## src/rtl/run_sequencer_if.sv

```systemverilog
// Command/run handshake bundle between the host queue and node_control.
// The slave modport is the sequencer's view; master is the host/node side.
interface run_sequencer_if;
    logic        cmd_valid;
    logic        cmd_ready;
    logic [23:0] cmd_times;
    logic        run_write;
    logic [23:0] run_times;
    logic        running;

    modport master (
        output cmd_valid, cmd_times, running,
        input  cmd_ready, run_write, run_times
    );

    modport slave (
        input  cmd_valid, cmd_times, running,
        output cmd_ready, run_write, run_times
    );
endinterface

```

## src/rtl/run_sequencer.sv

```systemverilog
// Queues run-batch commands and issues them one at a time to node_control.
// Define RUN_SEQ_NODE_RESET_EN to precede every run_write with a one-cycle node_reset.
module run_sequencer #(
    parameter int unsigned FIFO_DEPTH = 4,
    parameter int unsigned CNT_W      = 16
) (
    input  logic                               clk,
    input  logic                               reset_n,
    run_sequencer_if.slave                     bus,
    input  logic                               abort,
    input  logic                               irq_clear,
    output logic                               node_reset,
    output logic                               busy,
    output logic [$clog2(FIFO_DEPTH+1)-1:0]    fifo_level,
    output logic [CNT_W-1:0]                   done_count,
    output logic                               irq,
    output logic                               err_zero
);
    localparam int unsigned PTR_W = $clog2(FIFO_DEPTH);
    localparam int unsigned LVL_W = $clog2(FIFO_DEPTH + 1);

    typedef enum logic [2:0] {
        IDLE,
`ifdef RUN_SEQ_NODE_RESET_EN
        NRST,
`endif
        ISSUE,
        WAIT_START,
        BUSY
    } state_e;

    state_e             state_q, state_d;
    logic [23:0]        mem_q [FIFO_DEPTH];
    logic [PTR_W-1:0]   wr_ptr_q, wr_ptr_d, rd_ptr_q, rd_ptr_d;
    logic [LVL_W-1:0]   count_q, count_d;
    logic               run_write_q, run_write_d;
    logic [23:0]        run_times_q, run_times_d;
    logic               node_reset_q, node_reset_d;
    logic [CNT_W-1:0]   done_q, done_d;
    logic               irq_q, irq_d, err_q, err_d;

    logic full, empty, hs, zero_cmd, push, pop, fin;

    assign full     = (count_q == LVL_W'(FIFO_DEPTH));
    assign empty    = (count_q == '0);
    assign hs       = bus.cmd_valid && !full;
    assign zero_cmd = hs && (bus.cmd_times == '0);
    // Zero-length commands and pushes that collide with abort complete the handshake but store nothing
    assign push     = hs && !zero_cmd && !abort;
    assign pop      = (state_q == ISSUE);

    always_comb begin
        state_d      = state_q;
        run_write_d  = 1'b0;
        run_times_d  = run_times_q;
        node_reset_d = 1'b0;
        fin          = 1'b0;
        case (state_q)
            IDLE: begin
                if (!empty && !abort) begin
`ifdef RUN_SEQ_NODE_RESET_EN
                    state_d      = NRST;
                    node_reset_d = 1'b1;
`else
                    state_d      = ISSUE;
                    run_write_d  = 1'b1;
                    run_times_d  = mem_q[rd_ptr_q];
`endif
                end
            end
`ifdef RUN_SEQ_NODE_RESET_EN
            NRST: begin
                if (abort) begin
                    state_d = IDLE;
                end else begin
                    state_d     = ISSUE;
                    run_write_d = 1'b1;
                    run_times_d = mem_q[rd_ptr_q];
                end
            end
`endif
            ISSUE:      state_d = WAIT_START;
            WAIT_START: if (bus.running) state_d = BUSY;
            BUSY: begin
                if (!bus.running) begin
                    state_d = IDLE;
                    fin     = 1'b1;
                end
            end
            default:    state_d = IDLE;
        endcase
    end

    always_comb begin
        wr_ptr_d = wr_ptr_q;
        rd_ptr_d = rd_ptr_q;
        count_d  = count_q;
        if (abort) begin
            wr_ptr_d = '0;
            rd_ptr_d = '0;
            count_d  = '0;
        end else begin
            if (push) wr_ptr_d = wr_ptr_q + PTR_W'(1);
            if (pop)  rd_ptr_d = rd_ptr_q + PTR_W'(1);
            count_d = count_q + LVL_W'(push) - LVL_W'(pop);
        end
        done_d = done_q + CNT_W'(fin);
        irq_d  = fin | (irq_q & ~irq_clear);
        err_d  = zero_cmd | (err_q & ~irq_clear);
    end

    always_ff @(posedge clk or negedge reset_n) begin
        if (!reset_n) begin
            state_q      <= IDLE;
            wr_ptr_q     <= '0;
            rd_ptr_q     <= '0;
            count_q      <= '0;
            run_write_q  <= 1'b0;
            run_times_q  <= '0;
            node_reset_q <= 1'b0;
            done_q       <= '0;
            irq_q        <= 1'b0;
            err_q        <= 1'b0;
        end else begin
            state_q      <= state_d;
            wr_ptr_q     <= wr_ptr_d;
            rd_ptr_q     <= rd_ptr_d;
            count_q      <= count_d;
            run_write_q  <= run_write_d;
            run_times_q  <= run_times_d;
            node_reset_q <= node_reset_d;
            done_q       <= done_d;
            irq_q        <= irq_d;
            err_q        <= err_d;
        end
    end

    always_ff @(posedge clk or negedge reset_n) begin
        if (!reset_n) begin
            for (int unsigned i = 0; i < FIFO_DEPTH; i++) mem_q[i] <= '0;
        end else if (push) begin
            mem_q[wr_ptr_q] <= bus.cmd_times;
        end
    end

    assign bus.cmd_ready = !full;
    assign bus.run_write = run_write_q;
    assign bus.run_times = run_times_q;
    assign node_reset    = node_reset_q;
    assign busy          = (state_q != IDLE) || !empty;
    assign fifo_level    = count_q;
    assign done_count    = done_q;
    assign irq           = irq_q;
    assign err_zero      = err_q;
endmodule
```

## src/flat_wrapper.sv

```systemverilog
// flat-port wrapper written by rule: the top's interface ports become plain ports
module run_sequencer_flat 
#(
    parameter int unsigned FIFO_DEPTH = 4,
    parameter int unsigned CNT_W      = 16
)
  (clk, reset_n, abort, irq_clear, node_reset, busy, fifo_level, done_count, irq, err_zero, bus_cmd_valid, bus_cmd_times, bus_running, bus_cmd_ready, bus_run_write, bus_run_times);
  run_sequencer_if bus_i ();
  input  logic clk;
  input  logic reset_n;
  input  logic abort;
  input  logic irq_clear;
  output logic node_reset;
  output logic busy;
  output logic [$clog2(FIFO_DEPTH+1)-1:0] fifo_level;
  output logic [CNT_W-1:0] done_count;
  output logic irq;
  output logic err_zero;
  input wire logic [$bits(bus_i.cmd_valid)-1:0] bus_cmd_valid;
  input wire logic [$bits(bus_i.cmd_times)-1:0] bus_cmd_times;
  input wire logic [$bits(bus_i.running)-1:0] bus_running;
  output wire logic [$bits(bus_i.cmd_ready)-1:0] bus_cmd_ready;
  output wire logic [$bits(bus_i.run_write)-1:0] bus_run_write;
  output wire logic [$bits(bus_i.run_times)-1:0] bus_run_times;
  assign bus_i.cmd_valid = bus_cmd_valid;
  assign bus_i.cmd_times = bus_cmd_times;
  assign bus_i.running = bus_running;
  assign bus_cmd_ready = bus_i.cmd_ready;
  assign bus_run_write = bus_i.run_write;
  assign bus_run_times = bus_i.run_times;
  run_sequencer #(.FIFO_DEPTH(FIFO_DEPTH), .CNT_W(CNT_W)) u_core (.clk(clk), .reset_n(reset_n), .bus(bus_i), .abort(abort), .irq_clear(irq_clear), .node_reset(node_reset), .busy(busy), .fifo_level(fifo_level), .done_count(done_count), .irq(irq), .err_zero(err_zero));
endmodule
```

## config.mk

```make
export PLATFORM = sky130hd
export DESIGN_NAME = run_sequencer_flat
export DESIGN_NICKNAME = d
export VERILOG_FILES = /design/src/rtl/run_sequencer_if.sv /design/src/rtl/run_sequencer.sv /design/src/flat_wrapper.sv
export SDC_FILE = /design/constraint.sdc
export NUM_CORES = 1
export LEC_CHECK = 0
export CELL_PAD_IN_SITES_DETAIL_PLACEMENT = 1
export CELL_PAD_IN_SITES_GLOBAL_PLACEMENT = 2
export CORE_ASPECT_RATIO = 1.5
export CORE_UTILIZATION = 43
export DETAILED_ROUTE_END_ITERATION = 12
export PLACE_DENSITY = 0.86
export SLEW_MARGIN = 10
export SYNTH_ARGS = -nofsm -noshare
export SYNTH_HDL_FRONTEND = slang
export SYNTH_SLANG_ARGS = --single-unit
```

## constraint.sdc

```tcl
create_clock -name clk -period 4.4 [get_ports clk]
set_input_delay 1.1 -clock clk [delete_from_list [all_inputs] [get_ports clk]]
set_output_delay 1.1 -clock clk [all_outputs]
set_load 0.01 [all_outputs]
```

# Word-level counts from Yosys, hierarchy flattened
# Cells that the tools add are included.
totals:
  regBits: 149
  latch_bits: 0
  ramBits: 0
  rom_bits: 0
  input_bits: 30
  output_inout_bits: 49
  elab_cells: 73
  memories: 0
op_classes:
  n_addsub: 5
  n_mul: 0
  div: 0
  order_cmp: 3
  eq_ne: 7
  shift: 0
  muxes: 19
  bitwise_logic: 7
  reduce_logical: 19
op_table:
  columns: ["op", "count"]
  rows:
  - ["bitwise mux 96 bit", 1]
  - ["two-way mux 24 bit", 3]
  - ["binary-select mux 24 bit (select 2 bit)", 1]
  - ["demux 24 bit (select 2 bit)", 1]
  - ["zero test 24 bit", 1]
  - ["adder 16 x 1 -> 16 bit", 1]
  - ["two-way mux 3 bit", 4]
  - ["case mux 3 bit (4 select lines)", 1]
  - ["two-way mux 2 bit", 4]
  - ["equality test 3 x 2 -> 1 bit, second input constant", 2]
  - ["greater-or-equal comparator 3 bit, second input constant", 2]
  - ["logical AND 1 bit", 6]
  - ["zero test 3 bit", 2]
  - ["NOT 2 -> 3 bit", 2]
  - ["adder 2 x 1 -> 2 bit, second input constant", 2]
  - ["zero test 1 bit", 4]
  - ["two-way mux 1 bit", 4]
  - ["!= test 2 bit, second input constant", 2]
  - ["nonzero test 2 bit", 2]
  - ["adder 3 x 1 -> 3 bit", 1]
  - ["equality test 3 x 1 -> 1 bit, second input constant", 1]
  - ["equality test 3 bit, second input constant", 1]
  - ["less-than comparator 3 x 1 -> 1 bit, second input constant", 1]
  - ["AND reduction 3 bit", 1]
  - ["8 further kinds", 10]

# Logic depth before layout (Yosys ltp)
logic_depth:
  word_depth: 10
  ltp_mapped: 9
  depth_no_buf: 9

# Worst setup path after synthesis
# No wires, ideal clock.
synth_timing:
  kind: "in2reg"
  from: "input bus_cmd_times[12]"
  to: "register u_core.count_q[1] (netlist: u_core.fifo_level[1])"
  arrival_time_ns: 2.784
  required_ns: 4.328
  setup_slack_ns: 1.543
  cell_stages: 8
  path_buffers: 0
  cell_sequence: "nor4_1 nand4_2 o21ba_2 nor2b_1 ha_1 inv_1 fa_1 nor2_1"
synth_via:
  elab_chain_cells: 8
synth_lines:
  columns: ["item", "line", "rtl"]
  rows:
  - ["start: declaration", "flat_wrapper.sv:20", "input wire logic [$bits(bus_i.cmd_times)-1:0] bus_cmd_times;"]
  - ["zero test 24 bit", "run_sequencer.sv:47", "assign zero_cmd = hs && (bus.cmd_times == '0);"]
  - ["logical AND 1 bit", "run_sequencer.sv:47", null]
  - ["zero test 1 bit", "run_sequencer.sv:49", "assign push = hs && !zero_cmd && !abort;"]
  - ["logical AND 1 bit (2 in a row)", "run_sequencer.sv:49", null]
  - ["adder 3 x 1 -> 3 bit", "run_sequencer.sv:105", "count_d = count_q + LVL_W'(push) - LVL_W'(pop);"]
  - ["subtractor 3 x 1 -> 3 bit", "run_sequencer.sv:105", null]
  - ["two-way mux 3 bit", "run_sequencer.sv:98", "if (abort) begin"]
  - ["via u_core.count_d[1]", "run_sequencer.sv:35", "logic [LVL_W-1:0] count_q, count_d;"]
  - ["end signal: assignment", "run_sequencer.sv:128", "count_q <= count_d;"]
  - ["end: declaration", "run_sequencer.sv:35", null]
# The timed path passes the listed nets, and every way through them passes these cells.
# A chain may end at the register's enable or synchronous reset.

# Final worst setup path
layout_timing:
  from: "input bus_cmd_times[4]"
  to: "register u_core.count_q[1] (netlist: u_core.fifo_level[1])"
# Same word-level chain as after synthesis.

==> metrics.cfg <==
[worst_setup_path]
reg2regPathDepth=8
crit_required_ns=4.73
r2r-start=u_core.fifo_level[1]$_DFF_PN0_
r2r-end=u_core.fifo_level[1]$_DFF_PN0_
start_kind=input pin
critPathArrivalTime_ns=3.72
reg2reg_setup_slack_ns=1.82
path_class=in2reg
cp_max_fo=6
crit_path_end_kind=flop

[route]
vias_per_cell=5.321
drtPass1Iterations=4
drtAntennaViolNets=0
dr_total_vias=3826
drtIter0Drc=112
wl_per_cell_microns=19.91
drc_errors=0
drt_wl_total_mm=14.32

[cells_and_area]
register_area_sq_mm=0.003705
diodes=0
final_cell_mix=dfrtp_1, mux2_2, clkdlybuf4s50_1, mux4_2, clkbuf_16
num-fill-cells=1447
drive_gt1_share_pct=37.86
multi_input_area_sq_mm=0.002641
areaGrowthSynthToFinish_pct=24.24
fin_nets=554
final_common_cell=dfrtp_1

[worst_hold_path]
hold_depth=1
hold_class=reg2reg
hold_end=u_core.done_count[15]$_DFF_PN0_
min_from=u_core.done_count[15]$_DFF_PN0_

[power]
ir_drop_v=0.0002921
power_mw=5.468
p_leak_nw=3.550
power_density_mw_per_mm2=674.5

[sta]
final_max_slew_viol_count=0
relSlewSlack_pct=34.13
period_share_pct=77.05
setup_violations=0
max_freq_ghz=0.2950
hold_viol_final=0
rsz0062_at_grt=no
min_period_ns=3.390
clock_skew_ns=0.01008
setup_tns_ns=0
worst_pin_slew_ns=0.9881

[cts]
numCtsBuffers=17
cts_sinks=148
clockBufferDepth=2
clock-root-buffer=clkbuf_16
holdBufCountCts=0
clkLatencyLatePin_ns=0.42
path_clk_slew_ns=0.06
h-tree-depth=4
post_cts_buffers=0
cts_tree=yes
post_cts_resized=0

[floorplan]
initial_core_util_pct=44.50
die_h_microns=152.9
rows=54
fp.coreArea_sq_mm=0.01466
io_pins=79
die_w_microns=102.6
dieArea_sq_mm=0.01568

[logic_synthesis]
ys_warn_count=0
yosysUniqueCellTypes=36
syn_avg_cell_area_sq_um=15.54
synth_nets=463
synthArstFlopShare_pct=100.0
ys_ff_latch=148
synth_edf_count=0
synth_cells=420
syn_area_sq_mm=0.006525
yosysSeqAreaShare_pct=56.76
synth_flop_cell=dfrtp_1

[placed_design]
dpl.hpwl_mm=9.463
place_congestion=0.7130
numPortBuffers=77

[grt]
grt_pass1_vias=4391
grt_first_pass_wirelength_mm=24.12
antenna_found_initial=0
grt_overflow=0
grtUsageTotal_pct=20.63
grt_max_degree=83

[run_status]
outcome=complete, no violations

[job]
maxCapViolCount=0

how the worst max path moves through the flow:
| stage | startpoint | to | cells past startpoint |
|---|---|---|---|
| 2_1_floorplan | bus_cmd_times[12] | u_core.fifo_level[1]$_DFF_PN0_ | 8 |
| 3_3_place_gp | bus_cmd_times[4] | u_core.fifo_level[1]$_DFF_PN0_ | 9 |
| 3_5_place_dp | bus_cmd_times[4] | u_core.fifo_level[1]$_DFF_PN0_ | 9 |
| 4_1_cts | bus_cmd_times[4] | u_core.fifo_level[1]$_DFF_PN0_ | 9 |
| 5_1_grt | bus_cmd_times[4] | u_core.fifo_level[1]$_DFF_PN0_ | 9 |
| 6_report | bus_cmd_times[4] | u_core.fifo_level[1]$_DFF_PN0_ | 9 |
power by group:
group | internal, mW | switching, mW | leakage, nW | total (mW)
registers | 1.93 | 0.406 | 1.88 | 2.34
logic | 1.12 | 0.589 | 1.40 | 1.71
clock network | 0.865 | 0.561 | 0.279 | 1.43
total | 3.91 | 1.56 | 3.55 | 5.47
flip-flops by register name, indices dropped and copies added (netlist names):
signal / flops
u_core.rd_ptr_q: 2
u_core.bus.run_times: 24
u_core.fifo_level: 3
u_core.wr_ptr_q: 2
u_core.state_q: 2
u_core.mem_q: 96
u_core.irq: 1
u_core.bus.run_write: 1
u_core.err_zero: 1
u_core.done_count: 16
cells by family after synthesis:
logic type	after synthesis	synth area share (%)
AO/OA/AOI/OAI	10	1.227
XOR/XNOR	18	2.416
adder cells (fa/ha/maj)	13	2.608
buffers and inverters	31	2.857
flip-flops	148	56.76
multiplexers	147	29.49
other	1	0.05747
AND/OR/NAND/NOR	52	4.583
metal layers:
| metal | vias up | track usage [%] | wire, microns |
|---|---|---|---|
| li1 | 1712 | - | - |
| met1 | 2047 | 25.02 | 5764 |
| met2 | 50 | 36.60 | 8045 |
| met3 | 17 | 3.567 | 295 |
| met4 | 0 | 6.395 | 210 |
| met5 | - | 0 | 0 |
synthesized netlist by cell type, drive strengths merged, types with 3 or more instances:
| cell type | instances | area (sq um) |
|---|---|---|
| nand2 | 10 | 37.54 |
| nand3 | 6 | 30.03 |
| nor4 | 6 | 37.54 |
| mux2 | 122 | 1374 |
| xor2 | 7 | 61.31 |
| dfrtp | 148 | 3704 |
| nor4bb | 4 | 40.04 |
| mux4 | 24 | 540.5 |
| nand2b | 4 | 25.02 |
| ha | 12 | 150.1 |
| inv | 13 | 48.80 |
| buf | 15 | 126.4 |
| o21ai | 5 | 40.03 |
| xnor2 | 11 | 96.34 |
| clkbuf | 3 | 11.26 |
| nor2 | 10 | 37.54 |
through the flow:
stage / hold slack, ns / setup slack, ns / std cells / area [sq um] / utilization, %
floorplan: 0.4738 / 1.543 / 420 / 6525 / -
global placement: 0.4672 / 0.5839 / 688 / 7522 / 51.31
detailed placement: 0.4701 / 0.5321 / 688 / 7522 / 51.31
CTS: 0.4852 / 0.9530 / 719 / 8107 / 55.29
global route: 0.5011 / 0.8633 / 719 / 8107 / 55.29
finish: 0.4830 / 1.010 / 719 / 8107 / 55.29
area by class of cell:
| type | instances | share of cell area (%) |
|---|---|---|
| flip-flops and latches | 148 | 45.70 |
| multi-input cells | 241 | 32.58 |
| repair buffers | 90 | 10.88 |
| clock buffers | 20 | 5.634 |
| well taps | 196 | 3.025 |
| clock inverters | 11 | 1.574 |
| inverters | 13 | 0.6019 |
worst max-delay path, cell delays in order:
cell	delay [ns]
clkdlybuf4s50_1	0.48
nor4_1	0.54
nand2_1	0.34
o21ba_2	0.32
nor2b_1	0.14
ha_1	0.22
inv_1	0.07
fa_1	0.41
nor2_1	0.10
Power figures use the tool's default switching activity.
